`config.mk`:
```
export PLATFORM = sky130hd
export DESIGN_NAME = ck_gate_ctrl
export DESIGN_NICKNAME = d
export VERILOG_FILES = /design/src/rtl/ck_gate_ctrl.sv
export SDC_FILE = /design/constraint.sdc
export NUM_CORES = 1
export LEC_CHECK = 0
export BUFFER_PORTS_ARGS = -buffer_cell sky130_fd_sc_hd__clkbuf_2
export CAP_MARGIN = 20
export CORE_MARGIN = 2
export CORE_UTILIZATION = 53
export CTS_CLUSTER_DIAMETER = 100
export DETAILED_ROUTE_END_ITERATION = 12
export GPL_ROUTABILITY_DRIVEN = 0
export GPL_TIMING_DRIVEN = 0
export PLACE_DENSITY = 0.78
export SLEW_MARGIN = 40
export SYNTH_ARGS = -nofsm -noshare
export SYNTH_HDL_FRONTEND = slang
export SYNTH_SLANG_ARGS = --single-unit
export TNS_END_PERCENT = 100
```
`constraint.sdc`:
```
create_clock -name clk_ungated -period 2.2 [get_ports clk_ungated]
set_clock_uncertainty 0.1 [all_clocks]
set_input_delay 0.22 -clock clk_ungated [delete_from_list [all_inputs] [get_ports clk_ungated]]
set_output_delay 0.22 -clock clk_ungated [all_outputs]
set_load 0.01 [all_outputs]
```
`src/rtl/ck_gate_ctrl.sv`:
```
// ck_gate_ctrl: main/DMP clock-gating controller with entry hysteresis and gated-cycle statistics
module ck_gate_ctrl #(
    parameter int SLEEP_DLY = 4,
    parameter int DMP_DLY   = 8,
    parameter int STAT_W    = 16
) (
    input  logic              clk_ungated,
    input  logic              rst_a,
    input  logic              ck_gating_en,
    input  logic              halt_r,
    input  logic              sleeping_r,
    input  logic              ld_pending,
    input  logic              mem_busy,
    input  logic              host_access,
    input  logic              irq_pending,
    input  logic              dmp_busy,
    input  logic              dmp_req,
    input  logic              stat_clr,
    output logic              ck_disable,
    output logic              ck_dmp_gated,
    output logic [1:0]        ck_state,
    output logic [STAT_W-1:0] gated_cycles
);

    typedef enum logic [1:0] {
        RUN   = 2'b00,
        DRAIN = 2'b01,
        GATED = 2'b10
    } state_t;

    localparam logic [3:0] SLEEP_LAST = 4'(SLEEP_DLY - 1);
    localparam logic [3:0] DMP_LAST   = 4'(DMP_DLY - 1);

    state_t            state_q, state_d;
    logic [3:0]        cnt_q, cnt_d;
    logic [3:0]        dmp_cnt_q, dmp_cnt_d;
    logic              ck_disable_q, ck_disable_d;
    logic              ck_dmp_gated_q, ck_dmp_gated_d;
    logic [STAT_W-1:0] gated_cycles_q, gated_cycles_d;
    logic              idle, dmp_idle;

    // Idle conditions; a disabled gating option is simply never idle, which forces everything on
    always_comb begin
        idle     = ck_gating_en & (halt_r | sleeping_r) & ~ld_pending & ~mem_busy
                   & ~host_access & ~irq_pending;
        dmp_idle = ck_gating_en & ~dmp_busy & ~dmp_req;
    end

    // Main FSM next state: count consecutive idle cycles, gate after SLEEP_DLY, any wake returns to RUN
    always_comb begin
        state_d = state_q;
        cnt_d   = cnt_q;
        case (state_q)
            RUN: begin
                if (idle) begin
                    state_d = (SLEEP_DLY == 1) ? GATED : DRAIN;
                    cnt_d   = (SLEEP_DLY == 1) ? 4'd0 : 4'd1;
                end
            end
            DRAIN: begin
                if (!idle) begin
                    state_d = RUN;
                    cnt_d   = 4'd0;
                end else if (cnt_q == SLEEP_LAST) begin
                    state_d = GATED;
                end else begin
                    cnt_d = (cnt_q == 4'hF) ? cnt_q : cnt_q + 4'd1;
                end
            end
            GATED: begin
                if (!idle) begin
                    state_d = RUN;
                    cnt_d   = 4'd0;
                end
            end
            default: begin
                state_d = RUN;
                cnt_d   = 4'd0;
            end
        endcase
        ck_disable_d = (state_d == GATED);
    end

    // DMP gating: independent idle counter, gate after DMP_DLY consecutive idle cycles
    always_comb begin
        dmp_cnt_d      = !dmp_idle ? 4'd0
                       : (dmp_cnt_q == DMP_LAST || dmp_cnt_q == 4'hF) ? dmp_cnt_q
                       : dmp_cnt_q + 4'd1;
        ck_dmp_gated_d = !dmp_idle ? 1'b0
                       : (dmp_cnt_q == DMP_LAST) ? 1'b1
                       : ck_dmp_gated_q;
    end

    // Statistics: count cycles spent gated, saturating; clear has priority
    always_comb begin
        gated_cycles_d = stat_clr ? '0
                       : (ck_disable_q && !(&gated_cycles_q)) ? gated_cycles_q + 1'b1
                       : gated_cycles_q;
    end

    // State and output registers with synchronous reset
    always_ff @(posedge clk_ungated) begin
        if (rst_a) begin
            state_q        <= RUN;
            cnt_q          <= 4'd0;
            dmp_cnt_q      <= 4'd0;
            ck_disable_q   <= 1'b0;
            ck_dmp_gated_q <= 1'b0;
            gated_cycles_q <= '0;
        end else begin
            state_q        <= state_d;
            cnt_q          <= cnt_d;
            dmp_cnt_q      <= dmp_cnt_d;
            ck_disable_q   <= ck_disable_d;
            ck_dmp_gated_q <= ck_dmp_gated_d;
            gated_cycles_q <= gated_cycles_d;
        end
    end

    assign ck_disable   = ck_disable_q;
    assign ck_dmp_gated = ck_dmp_gated_q;
    assign ck_state     = state_q;
    assign gated_cycles = gated_cycles_q;

endmodule

```
Word level (Yosys, flattened, before mapping)
Index checks and enable logic that the tools add are counted.
{"block": "word_totals", "inputBits": 12, "wordCells": 54, "reg_bits": 28, "out_inout_bits": 20}
{"block": "op_classes", "n_reduce_logical": 8, "n_mux": 11, "eq_ne": 11, "bitwise_logic": 15, "n_addsub": 3}
{"op": "2-to-1 mux 4 bit", "n": 5}
{"op": "adder 16 x 1 -> 16 bit (second input constant)", "n": 1}
{"op": "AND reduction 16 bit", "n": 1}
{"op": "case mux 4 bit (3 select lines)", "n": 1}
{"op": "adder 4 x 1 -> 4 bit (second input constant)", "n": 2}
{"op": "== test 4 bit (second input constant)", "n": 2}
{"op": "2-to-1 mux 2 bit", "n": 4}
{"op": "AND 1 bit", "n": 7}
{"op": "NOT 1 bit", "n": 7}
{"op": "!= test 3 bit (second input constant)", "n": 2}
{"op": "case mux 2 bit (3 select lines)", "n": 1}
{"op": "== test 2 bit (second input constant)", "n": 2}
{"op": "== test 4 x 2 -> 1 bit (second input constant)", "n": 1}
{"op": "== test 4 x 3 -> 1 bit (second input constant)", "n": 1}
{"op": "!= test 2 bit (second input constant)", "n": 2}
{"op": "AND reduction 4 bit", "n": 1}
{"op": "OR reduction 2 bit", "n": 2}
{"op": "== test 2 x 1 -> 1 bit (second input constant)", "n": 1}
{"op": "zero test 2 bit", "n": 1}
{"op": "logical AND 1 bit", "n": 1}
{"op": "zero test 1 bit", "n": 1}
{"op": "logical OR 1 bit", "n": 1}
{"op": "OR 1 bit", "n": 1}

Longest topological paths before layout
Gate-level depths: netlist of run 1.
{"block": "logic_depth", "word_depth": 9, "mapped_depth": 5, "depth_no_buf": 5}

Worst setup path after synthesis of run 1
OpenSTA, ideal clock, no wires.
{"block": "synth_timing", "path_kind": "register -> register", "startpoint": "register gated_cycles_q[0] (netlist: gated_cycles[0])", "endpoint": "register gated_cycles_q[14] (netlist: gated_cycles[14])", "setup_ps": 71, "n_path_buf": 0, "slack_ps": 343, "required_time_ps": 2029, "stages_incl_launch_ff": 6, "synth_period_minus_slack_ps": 1857, "arrival_ps": 1687, "path_cell_list": "dfxtp_1 > ha_1 > nand4_1 > or3_4 > or3_1 > a21oi_1"}
{"block": "synth_between", "elab_chain_len": 3, "elab_cells_between_ends": 4, "cone_classes": "1 x add/sub; 3 x reduce/logical"}
{"element": "from (decl)", "line": "39", "text": "logic [STAT_W-1:0] gated_cycles_q, gated_cycles_d;"}
{"element": "from (signal assigned)", "line": "116", "text": "gated_cycles_q <= gated_cycles_d;"}
{"element": "branches (longest 3 deep; another with adder 16 x 1 -> 16 bit)"}
Several ways; the timed one is not identified.
A chain may end at the register's enable or synchronous reset.

Worst setup path after layout of run 1
Same ends and word-level chain as after synthesis.

==> impl_summary.log, run 1 <==
INFO  metric run_status = completed
INFO  metric synth_top_family_by_area = simple AND/OR/NAND/NOR gates
INFO  metric min_period_over_period = 0.929
INFO  metric clkPwrFrac = 0.310
INFO  metric cp-start-kind = flop
INFO  metric internal_power = 0.000629 W
INFO  metric vias = 1498
INFO  metric sequentialPowerShare = 0.639
INFO  metric clock_sink_count = 28
INFO  metric master_cell_of_the_clock_root_buffer = sky130_fd_sc_hd__clkbuf_4
INFO  metric synthXorXnorAreaFrac = 0.0175
INFO  metric cp.required = approximately 2400 ps
INFO  metric totalWireLength = 3.36 mm
INFO  metric number_of_optimization_iterations_in_the_first_detailed_route_pass = 4
INFO  metric timing.final.hold_violations = 0
INFO  metric clock_path_buffers = 2
INFO  metric fmax = around 0.49 GHz
INFO  metric port_buffers = 31
INFO  metric ys_ff_latch = 28
INFO  metric holdBufCountCts = 0
INFO  metric finalMaxSlewViolations = 0
INFO  metric number_of_buffers_created_by_cts = 3
INFO  metric synth_cell_types = 47
INFO  metric tritoncts_clock_tree = built
INFO  metric boundaryPins = 32
INFO  metric floorplan.die_area = about 0.0033 mm2
INFO  metric netSwitchingFraction = 0.214
INFO  metric synthToLayoutAreaGrowth = 15.4%
INFO  metric post_synth_mux_area_share = 0.0209
INFO  metric ys.warnings.count = 0
INFO  metric vdd.ir_drop.worst = 0.305 mV
INFO  metric placementRows = 19
INFO  metric timing.final.crit_period = 2040 ps
INFO  metric slew-limit-headroom = 0.524
INFO  metric die_x = 57.2 um
INFO  metric clock_insertion_delay_worst_skew = ~320 ps
INFO  metric worst-path-max-fanout = 8
INFO  metric routedWlPerCell = ~14 um
INFO  metric first_pass_grt_wire_length = 5.93 mm
INFO  metric total_leakage_power = 0.670 nW
INFO  metric final_area = 0.00173 mm2
INFO  metric final.setup.tns = 0 ps
INFO  metric clkTransAtPathRegs = 150 ps
INFO  metric grt_setup_unrepaired = no
INFO  metric power.share.combinational = 0.051
INFO  metric post-cts-setup-buffer-count = 0
INFO  metric gr-usage-all-layers = 0.222
INFO  metric post_cts_resized = 0
INFO  metric synth-async-reset-ratio = 0
INFO  metric dr.first_iter.drc_count = 53
INFO  metric vias_per_cell = between 6 and 7
INFO  metric die-height = 57.2 um
INFO  metric cell_area_after_placement = 0.00169 mm2
INFO  metric power = 0.000800 W
INFO  metric worstPathArrival = 2200 ps
INFO  metric hold_class = in2reg
INFO  metric path_class = reg2reg
INFO  metric htree_num_levels = 1
INFO  metric synth_seq_area_share = 0.374
INFO  metric layout_cells_sized_above_1 = 0.224
INFO  metric number_of_antenna_violations_at_the_first_check_in_global_routing = 0
INFO  metric final.hold.worst_slack = 77.8 ps
INFO  metric netlist_instances = 175
INFO  metric synth-edff-count = 0
INFO  metric synth_compound_gate_area_share = 0.164
INFO  metric yosys_most_used_dff = sky130_fd_sc_hd__dfxtp_1
INFO  metric net-switching-power = 0.000171 W
INFO  metric synth_adder_area_share = 0.0251
INFO  metric final-setup-viol-count = 0
INFO  metric pwr_density_cell = 463 mW/mm2
INFO  metric design.final.nets = 226
INFO  metric dp_hpwl = 2.62 mm
INFO  metric worst_pin_slew = between 700 and 800 ps
INFO  metric n_antenna_cell = 0
INFO  metric drtAntennaViolNets = 0
INFO  metric worstSetupEndpointType = flop
INFO  metric start_util = 0.553
INFO  metric core = 0.00271 mm2
INFO  metric syn-cell-area = 0.00150 mm2
INFO  metric drv_cap = 0
INFO  metric synthSimpleGateAreaFrac = 0.381
INFO  metric syn_area_cell = around 8.6 um2
INFO  metric drt_drc_violations_left = 0
INFO  metric first_global_vias = 1401
INFO  metric grt_overflow_total = 0
INFO  metric postSynthNetCount = between 150 and 200
INFO  metric grt_start_max_net_pins = 16
-- per-layer routing --
metal | track usage | vias up | wire length [um]
met5 | 0 | - | 0
met4 | 0.0631 | 0 | 30
met3 | 0.0317 | 4 | 167
met2 | 0.388 | 43 | 1700
met1 | 0.287 | 699 | 1460
li1 | - | 752 | -
-- cell usage after synthesis (2+ instances only) --
cell type / instances / share of area
sky130_fd_sc_hd__dfxtp_1: 28 / 0.37
sky130_fd_sc_hd__nor2_1: 15 / 0.038
sky130_fd_sc_hd__a21oi_1: 12 / 0.040
sky130_fd_sc_hd__nand2_1: 10 / 0.025
sky130_fd_sc_hd__or3_1: 10 / 0.042
sky130_fd_sc_hd__and3_1: 9 / 0.038
sky130_fd_sc_hd__nand3_1: 9 / 0.030
sky130_fd_sc_hd__o21ai_0: 8 / 0.027
sky130_fd_sc_hd__nand4_1: 7 / 0.029
sky130_fd_sc_hd__nor3_1: 6 / 0.020
sky130_fd_sc_hd__a31oi_1: 5 / 0.021
sky130_fd_sc_hd__clkbuf_1: 3 / 0.0075
sky130_fd_sc_hd__ha_1: 3 / 0.025
sky130_fd_sc_hd__nor4_1: 3 / 0.013
sky130_fd_sc_hd__o31ai_1: 3 / 0.015
sky130_fd_sc_hd__or2_2: 3 / 0.013
sky130_fd_sc_hd__inv_1: 2 / 0.0050
sky130_fd_sc_hd__mux2i_1: 2 / 0.013
sky130_fd_sc_hd__nand2b_1: 2 / 0.0084
sky130_fd_sc_hd__nand3b_1: 2 / 0.010
sky130_fd_sc_hd__nand4b_1: 2 / 0.012
sky130_fd_sc_hd__nor2b_1: 2 / 0.0084
sky130_fd_sc_hd__nor3b_1: 2 / 0.010
sky130_fd_sc_hd__o22ai_1: 2 / 0.0084
sky130_fd_sc_hd__or3_4: 2 / 0.015
sky130_fd_sc_hd__xnor2_1: 2 / 0.012
-- cell type report --
type / instances / area (um2)
Buffer: 4 / 18.8
Clock buffer: 4 / 36.3
Fill cell: 250 / 982
Inverter: 2 / 7.51
Multi-Input combinational cell: 141 / 911
Sequential cell: 28 / 561
Tap cell: 31 / 38.8
Timing Repair Buffer: 31 / 155
-- registers in the layout, indices dropped and copies added, names as in the netlist --
| name | cells |
|---|---|
| cnt_q | 4 |
| ck_state | 2 |
| dmp_cnt_q | 4 |
| gated_cycles | 16 |
| ck_dmp_gated | 1 |
| ck_disable | 1 |
-- critical path, stage by stage, from the launching register on --
cell	delay, ps
sky130_fd_sc_hd__dfxtp_1	420
sky130_fd_sc_hd__ha_1	280
sky130_fd_sc_hd__nand4_1	280
sky130_fd_sc_hd__or3_4	420
sky130_fd_sc_hd__or3_1	350
sky130_fd_sc_hd__a21oi_1	140
-- stage by stage --
stage / std cells / util / setup WS (ps)
2_1_floorplan: 175 / - / 343
5_1_grt: 241 / 0.638 / 13.5
4_1_cts: 241 / 0.638 / 145
6_report: 241 / 0.638 / 157
3_3_place_gp: 237 / 0.624 / 265
3_5_place_dp: 237 / 0.624 / 187
-- path summary, 6_finish.rpt --
kind | startpoint | endpoint | slack (ps) | cells past startpoint
worst min-delay path | stat_clr | gated_cycles[15]$_SDFFE_PP0P_ | 80 | 3
worst max register to register | gated_cycles[0]$_SDFFE_PP0P_ | gated_cycles[14]$_SDFFE_PP0P_ | 160 | 5
worst max-delay path | gated_cycles[0]$_SDFFE_PP0P_ | gated_cycles[14]$_SDFFE_PP0P_ | 160 | 5
worst min register to register | ck_dmp_gated$_SDFFE_PP0P_ | ck_dmp_gated$_SDFFE_PP0P_ | 390 | 2
-- kinds of logic after synthesis --
| kind of cell | after synthesis |
|---|---|
| simple gates | 94 |
| xor+xnor | 3 |
| mux | 3 |
| flops | 28 |
| buf+inv | 6 |
| fa+ha+maj | 3 |
| compound gates | 38 |
-- power by group through the flow --
stage | sequential (W) | combinational [W] | clock [W]
after floorplan | 0.000522 | 0.0000231 | 0
after global placement | 0.000522 | 0.0000388 | 0
after detailed placement | 0.000522 | 0.0000408 | 0
after CTS | 0.000511 | 0.0000409 | 0.000261
after global routing | 0.000512 | 0.0000465 | 0.000280
final | 0.000511 | 0.0000408 | 0.000248
-- layout by cell type (no fill, tap or decap), types with 2 or more instances in the layout --
cell and count:
sky130_fd_sc_hd__clkbuf_1 3, sky130_fd_sc_hd__o31ai_1 3, sky130_fd_sc_hd__nor3_1 6, sky130_fd_sc_hd__nand2b_1 2, sky130_fd_sc_hd__a31oi_1 5, sky130_fd_sc_hd__o22ai_1 2
sky130_fd_sc_hd__nor4_1 3, sky130_fd_sc_hd__nand4b_1 2, sky130_fd_sc_hd__nand3b_1 2, sky130_fd_sc_hd__a21oi_1 12, sky130_fd_sc_hd__nand2_1 10, sky130_fd_sc_hd__nand4_1 7
sky130_fd_sc_hd__inv_1 2, sky130_fd_sc_hd__nor2_1 15, sky130_fd_sc_hd__nand3_1 9, sky130_fd_sc_hd__nor2b_1 2, sky130_fd_sc_hd__and3_1 9, sky130_fd_sc_hd__dfxtp_1 28
sky130_fd_sc_hd__clkbuf_4 3, sky130_fd_sc_hd__mux2i_1 2, sky130_fd_sc_hd__nor3b_1 2, sky130_fd_sc_hd__clkbuf_2 31, sky130_fd_sc_hd__or3_4 2, sky130_fd_sc_hd__ha_1 3
sky130_fd_sc_hd__or3_1 10, sky130_fd_sc_hd__xnor2_1 2, sky130_fd_sc_hd__or2_2 3, sky130_fd_sc_hd__o21ai_0 8
Power figures use the tool's default switching activity.
==> run 2: changes to the inputs <==
ABC_AREA = 1   (was unset)
CORE_MARGIN = 5   (was 2)
CORE_UTILIZATION = 54   (was 53)
PLACE_DENSITY = 0.79   (was 0.78)
==> run 2 against run 1 <==
  * Non-clock buffer count shrank 1
  * Design area up 5.3%
  * Register-to-register slack gained 360 ps
  * Sequential cell count stayed put
  * Highest routed layer unchanged
  * Sequential power hardly changed
  * Via count increased by 3.1%
  * Die area up 25%
==> impl_summary.log, run 2 <==
INFO  metric synthToLayoutAreaGrowth = 15.7%
INFO  metric power.share.combinational = 0.043 (-0.008)
INFO  metric n_antenna_cell = 0 (unchanged)
INFO  metric number_of_antenna_violations_at_the_first_check_in_global_routing = 0 (unchanged)
INFO  metric post-cts-setup-buffer-count = 0 (unchanged)
INFO  metric final-setup-viol-count = 0 (unchanged)
INFO  metric first_global_vias = 1417 (+1.1%)
INFO  metric routedWlPerCell = 10.3 um (-26%)
INFO  metric cp_num_buf_inv = 1 (+1)
INFO  metric pwr_density_cell = 491 mW/mm2 (+6.1%)
INFO  metric synth_area_leader_cell = sky130_fd_sc_hd__dfxtp_1
INFO  metric largest_register_ff_count = 16 (unchanged)
INFO  metric dr.first_iter.drc_count = 64 (+21%)
INFO  metric crit_chain = ha_1 > inv_1 > nor2_1 > nand2_1 > nand2_1 > nand3_1 > nand3_1 > nand2_1 > nand2_1 > nor2_1
INFO  metric die_x = 64.0 um (+12%)
INFO  metric sequentialPowerShare = 0.574 (-0.065)
INFO  metric number_of_optimization_iterations_in_the_first_detailed_route_pass = 4 (unchanged)
INFO  metric postSynthNetCount = 266 (+40%)
INFO  metric vias = 1544 (+3.1%)
INFO  metric placementRows = 19 (unchanged)
INFO  metric tritoncts_clock_tree = built
INFO  metric totalWireLength = 3.25 mm (-3.3%)
INFO  metric post-synth-top-count-cell = sky130_fd_sc_hd__nand2_1
INFO  metric netSwitchingFraction = 0.206 (-0.00802)
INFO  metric timing.critical_path.mode_cell = sky130_fd_sc_hd__nand2_1
INFO  metric synth-async-reset-ratio = 0 (unchanged)
INFO  metric post_cts_resized = 0 (unchanged)
INFO  metric finalMaxSlewViolations = 0 (unchanged)
INFO  metric worstSetupEndpointType = flop
INFO  metric cp_max_delay_cell = sky130_fd_sc_hd__dfxtp_1
INFO  metric syn_area_cell = 6.27 um2 (-27%)
INFO  metric drt_drc_violations_left = 0 (unchanged)
INFO  metric timing.final.crit_period = 1690 ps (-355 ps)
INFO  metric post_synth_main_area_contributors = sky130_fd_sc_hd__dfxtp_1 (36%), sky130_fd_sc_hd__nand2_1 (19%), sky130_fd_sc_hd__nor2_1 (12%)
INFO  metric worst_pin_slew = 489 ps (-215 ps)
INFO  metric cp_top_family = simple AND/OR/NAND/NOR gates
INFO  metric gr-usage-all-layers = 0.170 (-0.0526)
INFO  metric port_buffers = 31 (unchanged)
INFO  metric ys_ff_latch = 28 (unchanged)
INFO  metric first_pass_grt_wire_length = 5.87 mm (-1.1%)
INFO  metric start_util = 0.565 (+0.0128)
INFO  metric drv_cap = 0 (unchanged)
INFO  metric core = 0.00278 mm2 (+2.6%)
INFO  metric clkTransAtPathRegs = 150 ps (about the same)
INFO  metric synth_seq_area_share = 0.356 (-0.0179)
INFO  metric clock_sink_count = 28 (unchanged)
INFO  metric grt_overflow_total = 0 (unchanged)
INFO  metric ys.warnings.count = 0 (unchanged)
INFO  metric number_of_buffers_created_by_cts = 3 (unchanged)
INFO  metric clkPwrFrac = 0.384 (+0.074)
INFO  metric path_class = reg2reg
INFO  metric layout_cells_sized_above_1 = 0.154 (-0.0700)
INFO  metric worst_path_largest_cell_delay = 410 ps (about the same)
INFO  metric htree_num_levels = 1 (unchanged)
INFO  metric dp_hpwl = 2.58 mm (-1.7%)
INFO  metric clock_insertion_delay_worst_skew = 340 ps (+20 ps)
INFO  metric worstPathArrival = 1830 ps (-370 ps)
INFO  metric slew-limit-headroom = 0.674 (+0.150)
INFO  metric synth.cells.most_frequent = sky130_fd_sc_hd__nand2_1 (79), sky130_fd_sc_hd__nor2_1 (49), sky130_fd_sc_hd__inv_1 (32)
INFO  metric final.fill_count = 269 (+7.6%)
INFO  metric ff_latch_area = 561 um2 (unchanged)
INFO  metric post-synth-top-area-fraction = 0.356 (-0.0179)
INFO  metric die-height = 64.0 um (+12%)
INFO  metric run_status = completed
INFO  metric fmax = 0.592 GHz (+21%)
INFO  metric total_leakage_power = 0.832 nW (+24%)
INFO  metric final.setup.tns = 0 ps (unchanged)
INFO  metric min_period_over_period = 0.767 (-0.161)
INFO  metric cp.required = 2340 ps (-20 ps)
INFO  metric synth-edff-count = 0 (unchanged)
INFO  metric floorplan.die_area = 0.00409 mm2 (+25%)
INFO  metric clock_path_buffers = 2 (unchanged)
INFO  metric netlist_instances = 251 (+43%)
INFO  metric layout.cells.most_common = sky130_fd_sc_hd__nand2_1
INFO  metric final_cell_mix = sky130_fd_sc_hd__nand2_1 (79), sky130_fd_sc_hd__nor2_1 (49), sky130_fd_sc_hd__inv_1 (32)
INFO  metric multi_input_comb_area = 870 um2 (-4.5%)
INFO  metric boundaryPins = 32 (unchanged)
INFO  metric internal_power = 0.000709 W (+13%)
INFO  metric synth_cell_types = 22 (-53%)
INFO  metric grt_start_max_net_pins = 17 (+1)
INFO  metric master_cell_of_the_clock_root_buffer = sky130_fd_sc_hd__clkbuf_4
INFO  metric timing.final.hold_violations = 0 (unchanged)
INFO  metric hold_class = in2reg
INFO  metric final.hold.worst_slack = 13.4 ps (-64.4 ps)
INFO  metric grt_setup_unrepaired = no
INFO  metric drtAntennaViolNets = 0 (unchanged)
INFO  metric cp-start-kind = flop
INFO  metric worst-path-max-fanout = 7 (-1)
INFO  metric yosys_most_used_dff = sky130_fd_sc_hd__dfxtp_1
INFO  metric syn-cell-area = 0.00157 mm2 (+5.0%)
INFO  metric net-switching-power = 0.000184 W (+7.5%)
INFO  metric vdd.ir_drop.worst = 0.368 mV (+21%)
INFO  metric design.final.nets = 302 (+34%)
INFO  metric vias_per_cell = 4.87 (-22%)
INFO  metric holdBufCountCts = 0 (unchanged)
-- run 2: cells by family (layout without fill, tap and decap cells) --
| kind of cell | Yosys count | count (layout) | share of synthesized area |
|---|---|---|---|
| compound gates | 23 | 23 | 0.0819 |
| xor+xnor | 9 | 9 | 0.0501 |
| buf+inv | 35 | 70 | 0.0907 |
| fa+ha+maj | 3 | 3 | 0.0239 |
| flops | 28 | 28 | 0.356 |
| simple gates | 153 | 153 | 0.397 |
-- run 2: layout make-up --
cell class	instances	area share
Multi-Input combinational cell	188	0.478
Sequential cell	28	0.308
Timing Repair Buffer	31	0.0853
Inverter	32	0.0660
Tap cell	31	0.0213
Clock inverter	1	0.0165
Clock buffer	3	0.0124
Buffer	3	0.0124
-- run 2: worst paths after layout --
| check | startpoint | end | slack, ps | cells past startpoint |
|---|---|---|---|---|
| worst max-delay path | cnt_q[0]$_SDFFE_PP0P_ | cnt_q[0]$_SDFFE_PP0P_ | 510 | 10 |
| worst min-delay path | rst_a | cnt_q[3]$_SDFFE_PP0P_ | 10 | 2 |
| worst max register to register | cnt_q[0]$_SDFFE_PP0P_ | cnt_q[0]$_SDFFE_PP0P_ | 510 | 10 |
| worst min register to register | dmp_cnt_q[0]$_SDFFE_PP0N_ | dmp_cnt_q[0]$_SDFFE_PP0N_ | 400 | 1 |
-- run 2: power groups by stage --
stage / logic (W) / registers (W) / clock network (W)
global route: 0.0000447 / 0.000514 / 0.000371
global placement: 0.0000374 / 0.000523 / 0
CTS: 0.0000386 / 0.000513 / 0.000353
floorplan: 0.0000206 / 0.000523 / 0
finish: 0.0000381 / 0.000513 / 0.000343
detailed placement: 0.0000378 / 0.000524 / 0
-- run 2: through the flow --
stage	total power [W]	worst slack (ps)	instances	util	cell area [um2]
finish	0.000894	512	317	0.654	1820
CTS	0.000904	531	317	0.654	1820
floorplan	0.000544	735	251	-	1570
global route	0.000930	335	317	0.654	1820
detailed placement	0.000561	556	313	0.635	1770
global placement	0.000561	537	313	0.635	1770
-- run 2: metal layers --
layer,part of all wire,GRT usage,wire length (um),vias up
met1,0.48,0.217,1570,657
met2,0.46,0.290,1490,35
met4,0.011,0.0545,37,0
met3,0.046,0.0263,151,5
met5,0,0,0,-
li1,-,-,-,847
-- run 2: worst register-to-register path: stages, from the launching register on --
cell and delay [ps]:
sky130_fd_sc_hd__dfxtp_1 410, sky130_fd_sc_hd__ha_1 180, sky130_fd_sc_hd__inv_1 60, sky130_fd_sc_hd__nor2_1 120, sky130_fd_sc_hd__nand2_1 70, sky130_fd_sc_hd__nand2_1 80
sky130_fd_sc_hd__nand3_1 150, sky130_fd_sc_hd__nand3_1 250, sky130_fd_sc_hd__nand2_1 100, sky130_fd_sc_hd__nand2_1 70, sky130_fd_sc_hd__nor2_1 30
